### src/rtl/conv_seq_ctrl.sv
// Convolution sequencer: walks output pixels and kernel taps, drives conv_cal control and buffer addresses.
// Optional stall input enabled by defining CONV_SEQ_CTRL_HOLD_EN.
module conv_seq_ctrl #(
    parameter int unsigned weight_width  = 2,
    parameter int unsigned weight_height = 2,
    parameter int unsigned img_width     = 4,
    parameter int unsigned img_height    = 4,
    parameter int unsigned stride        = 1,
    parameter int unsigned result_width  = (img_width - weight_width) / stride + 1,
    parameter int unsigned result_height = (img_height - weight_height) / stride + 1,
    parameter int unsigned mac_lat       = 2,
    parameter int unsigned addr_w        = 8
) (
    input  logic              clk_en,
    input  logic              rst_n,
    input  logic              start,
`ifdef CONV_SEQ_CTRL_HOLD_EN
    input  logic              hold,
`endif
    output logic              busy,
    output logic              done,
    output logic              conv_on,
    output logic              feed_vld,
    output logic              chge_rlt,
    output logic              chge_rlt_q,
    output logic              srh_fin,
    output logic [3:0]        rlt_l,
    output logic [3:0]        rlt_c,
    output logic [addr_w-1:0] img_addr,
    output logic [addr_w-1:0] wei_addr
);

    localparam int unsigned KCW = (weight_width > 1) ? $clog2(weight_width) : 1;
    localparam int unsigned KLW = (weight_height > 1) ? $clog2(weight_height) : 1;
    localparam int unsigned DCW = (mac_lat > 1) ? $clog2(mac_lat) : 1;
    localparam logic [KCW-1:0] KC_LAST = KCW'(weight_width - 1);
    localparam logic [KLW-1:0] KL_LAST = KLW'(weight_height - 1);
    localparam logic [DCW-1:0] DC_LAST = DCW'(mac_lat - 1);
    localparam logic [3:0]     RC_LAST = 4'(result_width - 1);
    localparam logic [3:0]     RL_LAST = 4'(result_height - 1);

    typedef enum logic [2:0] {S_IDLE, S_MAC, S_DRAIN, S_CHG, S_DONE} state_t;

    state_t           r_state, w_state_nxt;
    logic [KCW-1:0]   r_kc, w_kc_nxt;
    logic [KLW-1:0]   r_kl, w_kl_nxt;
    logic [DCW-1:0]   r_dc, w_dc_nxt;
    logic [3:0]       r_rc, w_rc_nxt;
    logic [3:0]       r_rl, w_rl_nxt;
    logic             r_busy, r_done, r_conv_on, r_feed_vld, r_chge_rlt, r_chge_rlt_q, r_srh_fin;
    logic             w_busy_nxt, w_done_nxt, w_conv_on_nxt, w_feed_vld_nxt, w_chge_nxt, w_srh_nxt;
    logic [addr_w-1:0] r_img_addr, r_wei_addr, w_img_nxt, w_wei_nxt;
    logic             w_stall;

`ifdef CONV_SEQ_CTRL_HOLD_EN
    assign w_stall = hold && ((r_state == S_MAC) || (r_state == S_DRAIN));
`else
    assign w_stall = 1'b0;
`endif

    // Addresses are formed at 32 bits and truncated; overflowing parameter sets are not supported.
    function automatic logic [addr_w-1:0] calc_img_addr(input logic [3:0] rl, input logic [3:0] rc,
                                                       input logic [KLW-1:0] kl, input logic [KCW-1:0] kc);
        logic [31:0] full;
        full = (32'(rl) * stride + 32'(kl)) * img_width + 32'(rc) * stride + 32'(kc);
        return addr_w'(full);
    endfunction

    function automatic logic [addr_w-1:0] calc_wei_addr(input logic [KLW-1:0] kl, input logic [KCW-1:0] kc);
        logic [31:0] full;
        full = 32'(kl) * weight_width + 32'(kc);
        return addr_w'(full);
    endfunction

    always_ff @(posedge clk_en or negedge rst_n) begin
        if (!rst_n) r_state <= S_IDLE;
        else        r_state <= w_state_nxt;
    end

    always_comb begin
        w_state_nxt = r_state;
        w_kc_nxt    = r_kc;
        w_kl_nxt    = r_kl;
        w_dc_nxt    = r_dc;
        w_rc_nxt    = r_rc;
        w_rl_nxt    = r_rl;
        case (r_state)
            S_IDLE: begin
                if (start) begin
                    w_state_nxt = S_MAC;
                    w_kc_nxt = '0;
                    w_kl_nxt = '0;
                    w_dc_nxt = '0;
                    w_rc_nxt = '0;
                    w_rl_nxt = '0;
                end
            end
            S_MAC: begin
                if (!w_stall) begin
                    if (r_kc == KC_LAST && r_kl == KL_LAST) begin
                        w_state_nxt = S_DRAIN;
                        w_dc_nxt = '0;
                    end else if (r_kc == KC_LAST) begin
                        w_kc_nxt = '0;
                        w_kl_nxt = r_kl + 1'b1;
                    end else begin
                        w_kc_nxt = r_kc + 1'b1;
                    end
                end
            end
            S_DRAIN: begin
                if (!w_stall) begin
                    if (r_dc == DC_LAST) w_state_nxt = S_CHG;
                    else                 w_dc_nxt = r_dc + 1'b1;
                end
            end
            S_CHG: begin
                if (r_rc == RC_LAST && r_rl == RL_LAST) begin
                    w_state_nxt = S_DONE;
                end else begin
                    w_state_nxt = S_MAC;
                    w_kc_nxt = '0;
                    w_kl_nxt = '0;
                    if (r_rc == RC_LAST) begin
                        w_rc_nxt = '0;
                        w_rl_nxt = r_rl + 1'b1;
                    end else begin
                        w_rc_nxt = r_rc + 1'b1;
                    end
                end
            end
            S_DONE:  w_state_nxt = S_IDLE;
            default: w_state_nxt = S_IDLE;
        endcase

        // Outputs are decoded from the next state so every port comes straight off a flop.
        w_busy_nxt     = (w_state_nxt != S_IDLE);
        w_done_nxt     = (w_state_nxt == S_DONE);
        w_conv_on_nxt  = !w_stall && ((w_state_nxt == S_MAC) || (w_state_nxt == S_DRAIN) || (w_state_nxt == S_CHG));
        w_feed_vld_nxt = !w_stall && (w_state_nxt == S_MAC);
        w_chge_nxt     = (w_state_nxt == S_CHG);
        w_srh_nxt      = (w_state_nxt == S_CHG) && (w_rc_nxt == RC_LAST) && (w_rl_nxt == RL_LAST);
        w_img_nxt      = calc_img_addr(w_rl_nxt, w_rc_nxt, w_kl_nxt, w_kc_nxt);
        w_wei_nxt      = calc_wei_addr(w_kl_nxt, w_kc_nxt);
    end

    always_ff @(posedge clk_en or negedge rst_n) begin
        if (!rst_n) begin
            r_kc         <= '0;
            r_kl         <= '0;
            r_dc         <= '0;
            r_rc         <= '0;
            r_rl         <= '0;
            r_busy       <= 1'b0;
            r_done       <= 1'b0;
            r_conv_on    <= 1'b0;
            r_feed_vld   <= 1'b0;
            r_chge_rlt   <= 1'b0;
            r_chge_rlt_q <= 1'b0;
            r_srh_fin    <= 1'b0;
            r_img_addr   <= '0;
            r_wei_addr   <= '0;
        end else begin
            r_kc         <= w_kc_nxt;
            r_kl         <= w_kl_nxt;
            r_dc         <= w_dc_nxt;
            r_rc         <= w_rc_nxt;
            r_rl         <= w_rl_nxt;
            r_busy       <= w_busy_nxt;
            r_done       <= w_done_nxt;
            r_conv_on    <= w_conv_on_nxt;
            r_feed_vld   <= w_feed_vld_nxt;
            r_chge_rlt   <= w_chge_nxt;
            r_chge_rlt_q <= r_chge_rlt;
            r_srh_fin    <= w_srh_nxt;
            r_img_addr   <= w_img_nxt;
            r_wei_addr   <= w_wei_nxt;
        end
    end

    assign busy       = r_busy;
    assign done       = r_done;
    assign conv_on    = r_conv_on;
    assign feed_vld   = r_feed_vld;
    assign chge_rlt   = r_chge_rlt;
    assign chge_rlt_q = r_chge_rlt_q;
    assign srh_fin    = r_srh_fin;
    assign rlt_l      = r_rl;
    assign rlt_c      = r_rc;
    assign img_addr   = r_img_addr;
    assign wei_addr   = r_wei_addr;

endmodule

### config.mk
export PLATFORM = sky130hd
export DESIGN_NAME = conv_seq_ctrl
export DESIGN_NICKNAME = d
export VERILOG_FILES = /design/src/rtl/conv_seq_ctrl.sv
export SDC_FILE = /design/constraint.sdc
export NUM_CORES = 1
export LEC_CHECK = 0
export CAP_MARGIN = 40
export CORE_MARGIN = 8
export CORE_UTILIZATION = 49
export DETAILED_ROUTE_END_ITERATION = 8
export GPL_ROUTABILITY_DRIVEN = 0
export PLACE_DENSITY = 0.86
export SETUP_SLACK_MARGIN = 0.2
export SKIP_LAST_GASP = 1
export SYNTH_ARGS = -nofsm -noshare
export SYNTH_HDL_FRONTEND = slang
export SYNTH_SLANG_ARGS = --single-unit
### constraint.sdc
create_clock -name clk_en -period 3.63 [get_ports clk_en]
set_input_delay 0.363 -clock clk_en [delete_from_list [all_inputs] [get_ports clk_en]]
set_output_delay 0.363 -clock clk_en [all_outputs]
set_load 0.05 [all_outputs]
Yosys cells after proc, flatten, opt, wreduce, memory -nomap -nowiden
Cells that the tools add are included.
- $add $sub $neg: 9
- eq/ne operators: 13
- muxes and demuxes: 27
- reductions and logical operators: 10
- operator list (cell ; count):
    2-to-1 mux 4 bit ; 6
    equality test 4 x 2 -> 1 bit, second input constant ; 4
    one-hot mux 4 bit (2 select lines) ; 2
    equality test 3 x 2 -> 1 bit, second input constant ; 4
    2-to-1 mux 3 bit ; 4
    one-hot mux 3 bit (4 select lines) ; 1
    2-to-1 mux 1 bit ; 11
    one-hot mux 1 bit (3 select lines) ; 3
    adder 4 x 1 -> 4 bit, second input constant ; 2
    adder 7 x 4 -> 8 bit ; 1
    adder 8 x 1 -> 8 bit ; 1
    equality test 3 x 1 -> 1 bit, second input constant ; 2
    nonzero test 3 bit ; 2
    adder 4 x 1 -> 5 bit ; 1
    logical AND 1 bit ; 4
    inequality test 2 bit, second input constant ; 2
    adder 1 bit, second input constant ; 3
    adder 2 x 1 -> 3 bit ; 1
    equality test 3 bit, second input constant ; 1
    zero test 3 bit ; 1
    AND reduction 3 bit ; 1
    logical OR 1 bit ; 2
- register bits: 32
- input port bits: 3
- output and inout bits: 31
- word-level logic and storage cells: 74

Depth between registers and ports, before layout
Gate-level depths: netlist of the first run.
- word-level depth: 7
- depth in mapped cells: 16
- gate-level depth less buffers: 16

Least setup slack after synthesis of the first run
No wires, ideal clock.
- path kind: reg2reg
- from: register r_rl[0], in the netlist rlt_l[0]
- to: register r_img_addr[6], in the netlist img_addr[6]
- library setup time: 139 ps
- data arrival time: 3207 ps
- data required time: 3491 ps
- slack: 284 ps
- cell stages (with the launch flop): 16
- path buffers: 0
- clock period less this slack: 3346 ps
- cell sequence: dfrtp_1 > inv_1 > ha_1 > nor3b_1 > nand2_1 > nor2_1 > or3_1 > nand2_1 > a21oi_1 > ha_1 > ha_1 > ha_1 > a21oi_1 > nand3_1 > a22oi_1 > a21oi_1
- word-level cells in the longest chain between the ends: 7
- elaborated cells between the ends (all ways): 16
- those cells by class: add/sub (4); eq/ne (1); mux (10); reduce/logical (1)
- RTL lines (element ; line ; source):
    start: declaration ; 49 ; logic [3:0] r_rl, w_rl_nxt;
    start signal: assignment ; 168 ; r_rl <= w_rl_nxt;
    equality test 4 x 2 -> 1 bit ; 118 ; if (r_rc == RC_LAST && r_rl == RL_LAST) begin
    logical AND 1 bit ; 118 ;
    2-to-1 mux 1 bit ; 118 ;
    one-hot mux 1 bit (3 select lines) ; 87 ; case (r_state)
    via w_kl_nxt ; 46 ; logic [KLW-1:0] r_kl, w_kl_nxt;
    adder 4 x 1 -> 5 bit ; 65 ; full = (32'(rl) * stride + 32'(kl)) * img_width + 32'(rc) * stride + 32'(kc);
    adder 7 x 4 -> 8 bit ; 65 ;
    adder 8 x 1 -> 8 bit ; 65 ;
    via w_img_nxt[6] ; 52 ; logic [addr_w-1:0] r_img_addr, r_wei_addr, w_img_nxt, w_wei_nxt;
    end signal: assignment ; 176 ; r_img_addr <= w_img_nxt;
    end: declaration ; 52 ;
The timed path passes the listed nets, and every way through them passes these cells.
A chain may end at the register's enable or synchronous reset.

Worst setup path in the final report of the first run
- from: register r_rc[0], in the netlist rlt_c[0]
- to: register r_img_addr[5], in the netlist img_addr[5]
- word-level cells in the longest chain between the ends: 7
- elaborated cells between the ends (all ways): 17
- those cells by class: add/sub (4); eq/ne (1); mux (11); reduce/logical (1)
- RTL lines (element ; line ; source):
    start: declaration ; 48 ; logic [3:0] r_rc, w_rc_nxt;
    start signal: assignment ; 167 ; r_rc <= w_rc_nxt;
    equality test 4 x 2 -> 1 bit ; 118 ;
    logical AND 1 bit ; 118 ;
    2-to-1 mux 1 bit ; 118 ;
    one-hot mux 1 bit (3 select lines) ; 87 ;
    via w_kl_nxt ; 46 ;
    adder 4 x 1 -> 5 bit ; 65 ;
    adder 7 x 4 -> 8 bit ; 65 ;
    adder 8 x 1 -> 8 bit ; 65 ;
    via w_img_nxt[5] ; 52 ;
The timed path passes the listed nets, and every way through them passes these cells.

==> results of run 1 <==
==> kinds of logic after synthesis <==
| logic type | count (synthesis) |
|---|---|
| flip-flops | 29 |
| multiplexers | 3 |
| AND/OR/NAND/NOR | 54 |
| AO/OA/AOI/OAI | 31 |
| buffers and inverters | 14 |
| XOR/XNOR | 6 |
| adder cells (fa/ha/maj) | 8 |
| other | 1 |
==> how the worst max path moves through the flow <==
stage               startpoint           to  slack, ns  cells past startpoint
finish                rlt_c[0]  img_addr[5]       0.38                     13
floorplan             rlt_l[0]  img_addr[6]       0.28                     15
detailed placement    rlt_l[0]  img_addr[6]       0.28                     15
global route          rlt_c[0]  img_addr[6]       0.22                     13
CTS                   rlt_l[0]  img_addr[6]       0.23                     15
global placement         start  img_addr[6]       0.46                     11
==> synth_stat cells (2+ instances only) <==
master	n	area share
a21o_1	2	0.0099
a21oi_1	12	0.040
a22oi_1	2	0.0099
a31oi_1	2	0.0083
and3_1	2	0.0083
buf_4	8	0.040
dfrtp_1	29	0.48
ha_1	8	0.066
inv_1	3	0.0074
mux2i_1	2	0.013
nand2_1	14	0.035
nand3_1	5	0.017
nand3b_1	5	0.025
nand4_1	3	0.012
nor2_1	10	0.025
o21ai_0	3	0.0099
o21ai_1	4	0.013
or3_1	3	0.012
or3b_1	2	0.012
xnor2_1	3	0.017
xor2_1	3	0.017
==> state kept, by name, indices dropped and copies added, names as in the netlist <==
name,cells
rlt_c,4
rlt_l,4
feed_vld,1
chge_rlt,1
srh_fin,1
done,1
wei_addr,2
conv_on,1
r_dc,1
busy,1
chge_rlt_q,1
img_addr,8
r_state,3
==> stage by stage <==
stage	util	hold WS (ns)	power, mW	instances
after floorplan	-	0.0674	0.351	152
after global placement	0.593	0.354	0.356	203
after detailed placement	0.593	0.365	0.356	203
after CTS	0.611	0.386	0.548	210
after global routing	0.625	0.410	0.563	211
final	0.625	0.385	0.541	211
==> metal layers <==
| metal | global-route usage | up-vias |
|---|---|---|
| met5 | 0 | - |
| met4 | 0.0839 | 0 |
| met3 | 0.0502 | 12 |
| met2 | 0.231 | 55 |
| met1 | 0.153 | 584 |
| li1 | - | 570 |
==> area by class of cell <==
type                            count  area share
Clock buffer                        7      0.0293
Multi-Input combinational cell    109       0.400
Inverter                            3     0.00600
Sequential cell                    29       0.387
Tap cell                           33      0.0220
Timing Repair Buffer               30       0.156
==> what timing repair did <==
action,4_1_cts,5_1_grt
gates resized for setup,0,9
setup endpoints to repair,0,3
buffers inserted,0,1
==> critical path, delay by kind of cell (launching register included) <==
kind,cells,cell delay (ns)
compound gates,3,0.46
xor+xnor,1,0.14
fa+ha+maj,3,0.83
flops,1,0.50
mux,1,0.24
simple gates,5,0.99
==> power groups by stage <==
stage               clock network, mW  registers [mW]  logic (mW)
floorplan                           0           0.332      0.0187
detailed placement                  0           0.330      0.0265
global route                    0.211           0.324      0.0285
CTS                             0.198           0.323      0.0265
global placement                    0           0.330      0.0263
finish                          0.191           0.323      0.0263
==> results.ini, run 1 <==
[clock_network]
clock-root-buffer = clkbuf_4
clock_latency_ns = 0.32
clk_path_buf_depth = 2
clk_pin_slew_worst_paths_ns = 0.09
numCtsBuffers = 5
clkSinkCount = 29
cts_hold_buf = 0
htree_levels = 2
tritoncts = yes

[floorplan]
die_area_um2 = 5120
die_w_um = 71.5
io_pins = 34
fp.dieH_um = 71.5
core_area_um2 = 3000
rows = 20
start_util = 0.503

[routing]
antenna_left = 0
first_pass_iters = 4
highest_layer = met4
wire_per_inst_um = 16.4
drc = 0
met2WireLength_um = 1630
num_vias = 1221
m1WireLength_um = 1450
drt_wl_total_um = 3460
viasPerCell = 5.79
drt-initial-drc-count = 87
routed-wl-met3_um = 269

[min_path]
hold_end = chge_rlt_q
holdPathStages = 0
min_path_type = flop to flop
hold_start = chge_rlt

[global_routing]
grt_start_max_net_pins = 30
track_usage = 0.141
grt-ovfl-total = 0
grt_pass1_vias = 1188
grt_pass1_wl_um = 5600
antenna_found_initial = 0

[setup_path]
critPathArrivalTime_ns = 3.48
setup.worst_path.start_class = flop
slowest_delay_ns = 0.50
r2r_end = img_addr[5]
regToRegSetupSlack_ns = 0.38
cp_max_fo = 9
cp-end-kind = flop
cpMaxStageDelayCell = dfrtp_1
path_cells = nor4b_4 > nand2_1 > nor2_2 > or3_1 > nand2_1 > a21oi_2 > ha_2 > ha_1 > ha_1 > o2bb2ai_1 > a31oi_1 > mux2i_1 > xnor2_1
worstPathRequired_ns = 3.87
rr_startpoint = rlt_c[0]
critPathKind = flop to flop
r2r_cells = 13

[synth]
synth_cell_types = 42
ys_seq_elements = 29
synthMuxAreaShare = 0.0207
syn_area_um2 = 1510
synth_edf_count = 0
syn_inst = 146
synth-simple-area-share = 0.211
yosysSeqAreaShare = 0.480
ys.flop_type = dfrtp_1
synth_top_family_by_area = simple AND/OR/NAND/NOR gates
yosys.area_share.xor_xnor = 0.0348
avgSynthCellArea_um2 = 10.4
synthAdderAreaFrac = 0.0662
synth_compound_area_frac = 0.124
ys_async_sr_fraction = 1.00
yosysWarnings = 0

[cells_and_area]
regArea_um2 = 727
fin_area_um2 = 1880
drive_gt1_frac = 0.124
diodes = 0
layout_commonest_cell = dfrtp_1
final_nets = 189
final_cell_mix = 28 x dfrtp_1, 27 x clkdlybuf4s50_1, 14 x nand2_1
area_growth_pct = 24.3
multi_input_area_um2 = 751
fillers = 233

[timing]
hold_viol = 0
fmax_mhz = 308
finalCritPeriodShare = 0.895
finalWorstSetupSlack_ns = 0.382
slew_headroom = 0.637
min_period_ns = 3.25
setup_viol = 0
skew_ns = 0.0103
rsz0062_at_grt = false
tightestPinTransition_ns = 0.543
drv_slew = 0
finalSetupTns_ns = 0

[power_and_ir_drop]
p_per_area_nw_per_um2 = 288
intPower_mw = 0.418
power_switching_mw = 0.122
vdd_drop_max_mv = 0.214
seq_power_share = 0.598
pwr-share-comb = 0.049
p_clk_frac = 0.353
p_leak_nw = 0.832
p_sw_frac = 0.226

[place]
detailed_place_hpwl_um = 2520
dpl_cell_area_um2 = 1780
place_ws_ns = 0.279
port_buffers = 27

[job]
maxCapViolations = 0

[run_status]
status = finished clean

Note: power is estimated with default switching activity, not from simulation.
==> inputs of run 2 (changes only) <==
--- a/config.mk
+++ b/config.mk
@@ -11,7 +11,6 @@
 export DETAILED_ROUTE_END_ITERATION = 8
 export GPL_ROUTABILITY_DRIVEN = 0
 export PLACE_DENSITY = 0.86
-export SETUP_SLACK_MARGIN = 0.2
 export SKIP_LAST_GASP = 1
 export SYNTH_ARGS = -nofsm -noshare
 export SYNTH_HDL_FRONTEND = slang
==> constraint.sdc (replaced) <==
create_clock -name clk_en -period 3.63 [get_ports clk_en]
set_input_delay 0.363 -clock clk_en [delete_from_list [all_inputs] [get_ports clk_en]]
set_output_delay 0.363 -clock clk_en [all_outputs]
set_load 0.01 [all_outputs]
==> run 2 against run 1 <==
Power is 2.3% lower. Sequential share of layout area rose by 0.64 points. Sequential power barely moved. Via count is 2.9% lower. Routed wire length fell by 3.2%. Non-clock buffer count shrank 1.
==> results.ini, run 2 (synthesis results as in run 1) <==
[routing]
first_pass_iters = 4
viasPerCell = 5.65
wire_per_inst_um = 15.9
num_vias = 1186
drt_wl_total_um = 3350
drt-initial-drc-count = 75
drc = 0
antenna_left = 0

[clock_network]
numCtsBuffers = 5
clk_pin_slew_worst_paths_ns = 0.08
clock-root-buffer = clkbuf_4
clkSinkCount = 29
clk_path_buf_depth = 2
tritoncts = yes
htree_levels = 2
clock_latency_ns = 0.32
cts_hold_buf = 0
post_cts_buffers = 0

[setup_path]
cp-end-kind = flop
worstPathRequired_ns = 3.81
critPathKind = flop to flop
path_cells = inv_1 > ha_1 > or3b_1 > and3_1 > mux2i_1 > ha_1 > ha_1 > ha_1 > a21oi_2 > nand3_1 > a22oi_1 > a21oi_1
cpMaxStageDelayCell = dfrtp_1
regToRegSetupSlack_ns = 0.30
cp_max_fo = 6
cp_top_family = adder cells
worst-path-buf-inv = 1
setup.worst_path.start_class = flop
critPathArrivalTime_ns = 3.50
cp_common_cell = ha_1
slowest_delay_ns = 0.46

[power_and_ir_drop]
seq_power_share = 0.613
p_per_area_nw_per_um2 = 286
p_leak_nw = 0.824
p_clk_frac = 0.361
vdd_drop_max_mv = 0.213
intPower_mw = 0.418
pwr-share-comb = 0.026
p_sw_frac = 0.208
power_switching_mw = 0.110

[global_routing]
antenna_found_initial = 0
grt-ovfl-total = 0
grt_pass1_vias = 1188
grt_start_max_net_pins = 30
grt_pass1_wl_um = 5600
track_usage = 0.141

[floorplan]
core_area_um2 = 3000
io_pins = 34
fp.dieH_um = 71.5
start_util = 0.503
die_area_um2 = 5120
rows = 20
die_w_um = 71.5

[run_status]
status = finished clean

[cells_and_area]
instances_no_fill = 210
area_growth_pct = 22.0
diodes = 0
final_cell_mix = 29 x dfrtp_1, 27 x clkdlybuf4s50_1, 14 x nand2_1
fillers = 243
drive_gt1_frac = 0.0847
layout_commonest_cell = dfrtp_1
final_nets = 188
fin_util = 0.614
largest_reg_flops = 8

[timing]
setup_viol = 0
hold_viol = 0
drv_slew = 0
rsz0062_at_grt = false
finalSetupTns_ns = 0
finalCritPeriodShare = 0.916
finalWorstSetupSlack_ns = 0.304
fmax_mhz = 301
min_period_ns = 3.33
skew_ns = 0.00996

[place]
place_ws_ns = 0.279
port_buffers = 27
detailed_place_hpwl_um = 2520
placedCellCount = 203

[min_path]
min_path_type = flop to flop

[job]
maxCapViolations = 0

-- run 2: area by class of cell --
cell class	instances	area (um2)	share of cell area
Inverter	3	11.3	0.00611
Clock buffer	7	55.1	0.0299
Multi-Input combinational cell	109	726	0.393
Timing Repair Buffer	29	285	0.155
Tap cell	33	41.3	0.0224
Sequential cell	29	726	0.393
-- run 2: stage by stage --
stage	total power, mW	hold WS, ns	area (um2)
2_1_floorplan	0.338	0.0674	1530
5_1_grt	0.550	0.409	1840
3_5_place_dp	0.344	0.365	1780
3_3_place_gp	0.344	0.354	1780
6_report	0.528	0.384	1840
4_1_cts	0.535	0.386	1840
-- run 2: power groups by stage --
stage	Sequential [mW]	Clock [mW]	Combinational (mW)
finish	0.323	0.191	0.0138
global route	0.324	0.210	0.0160
CTS	0.323	0.198	0.0140
detailed placement	0.330	0	0.0140
global placement	0.330	0	0.0138
floorplan	0.330	0	0.00770
-- run 2: worst paths after layout --
path | from | end | cells past startpoint
max in group asynchronous | rst_n | img_addr[5] | 2
worst max-delay path | rlt_l[0] | img_addr[6] | 12
worst max register to register | rlt_l[0] | img_addr[6] | 12
worst min register to register | chge_rlt | chge_rlt_q | 0
min in group asynchronous | rst_n | rlt_l[0] | 2
worst min-delay path | chge_rlt | chge_rlt_q | 0
-- run 2: timing repair --
item	4_1_cts	5_1_grt
gates resized for setup	0	2
endpoints found under the setup margin	0	1
endpoints found under the hold margin	0	0
-- run 2: per-layer routing --
metal	track usage	up-vias	share of wire
li1	-	569	-
met1	0.153	566	0.43
met2	0.231	39	0.48
met3	0.0502	12	0.062
met4	0.0839	0	0.028
met5	0	-	0
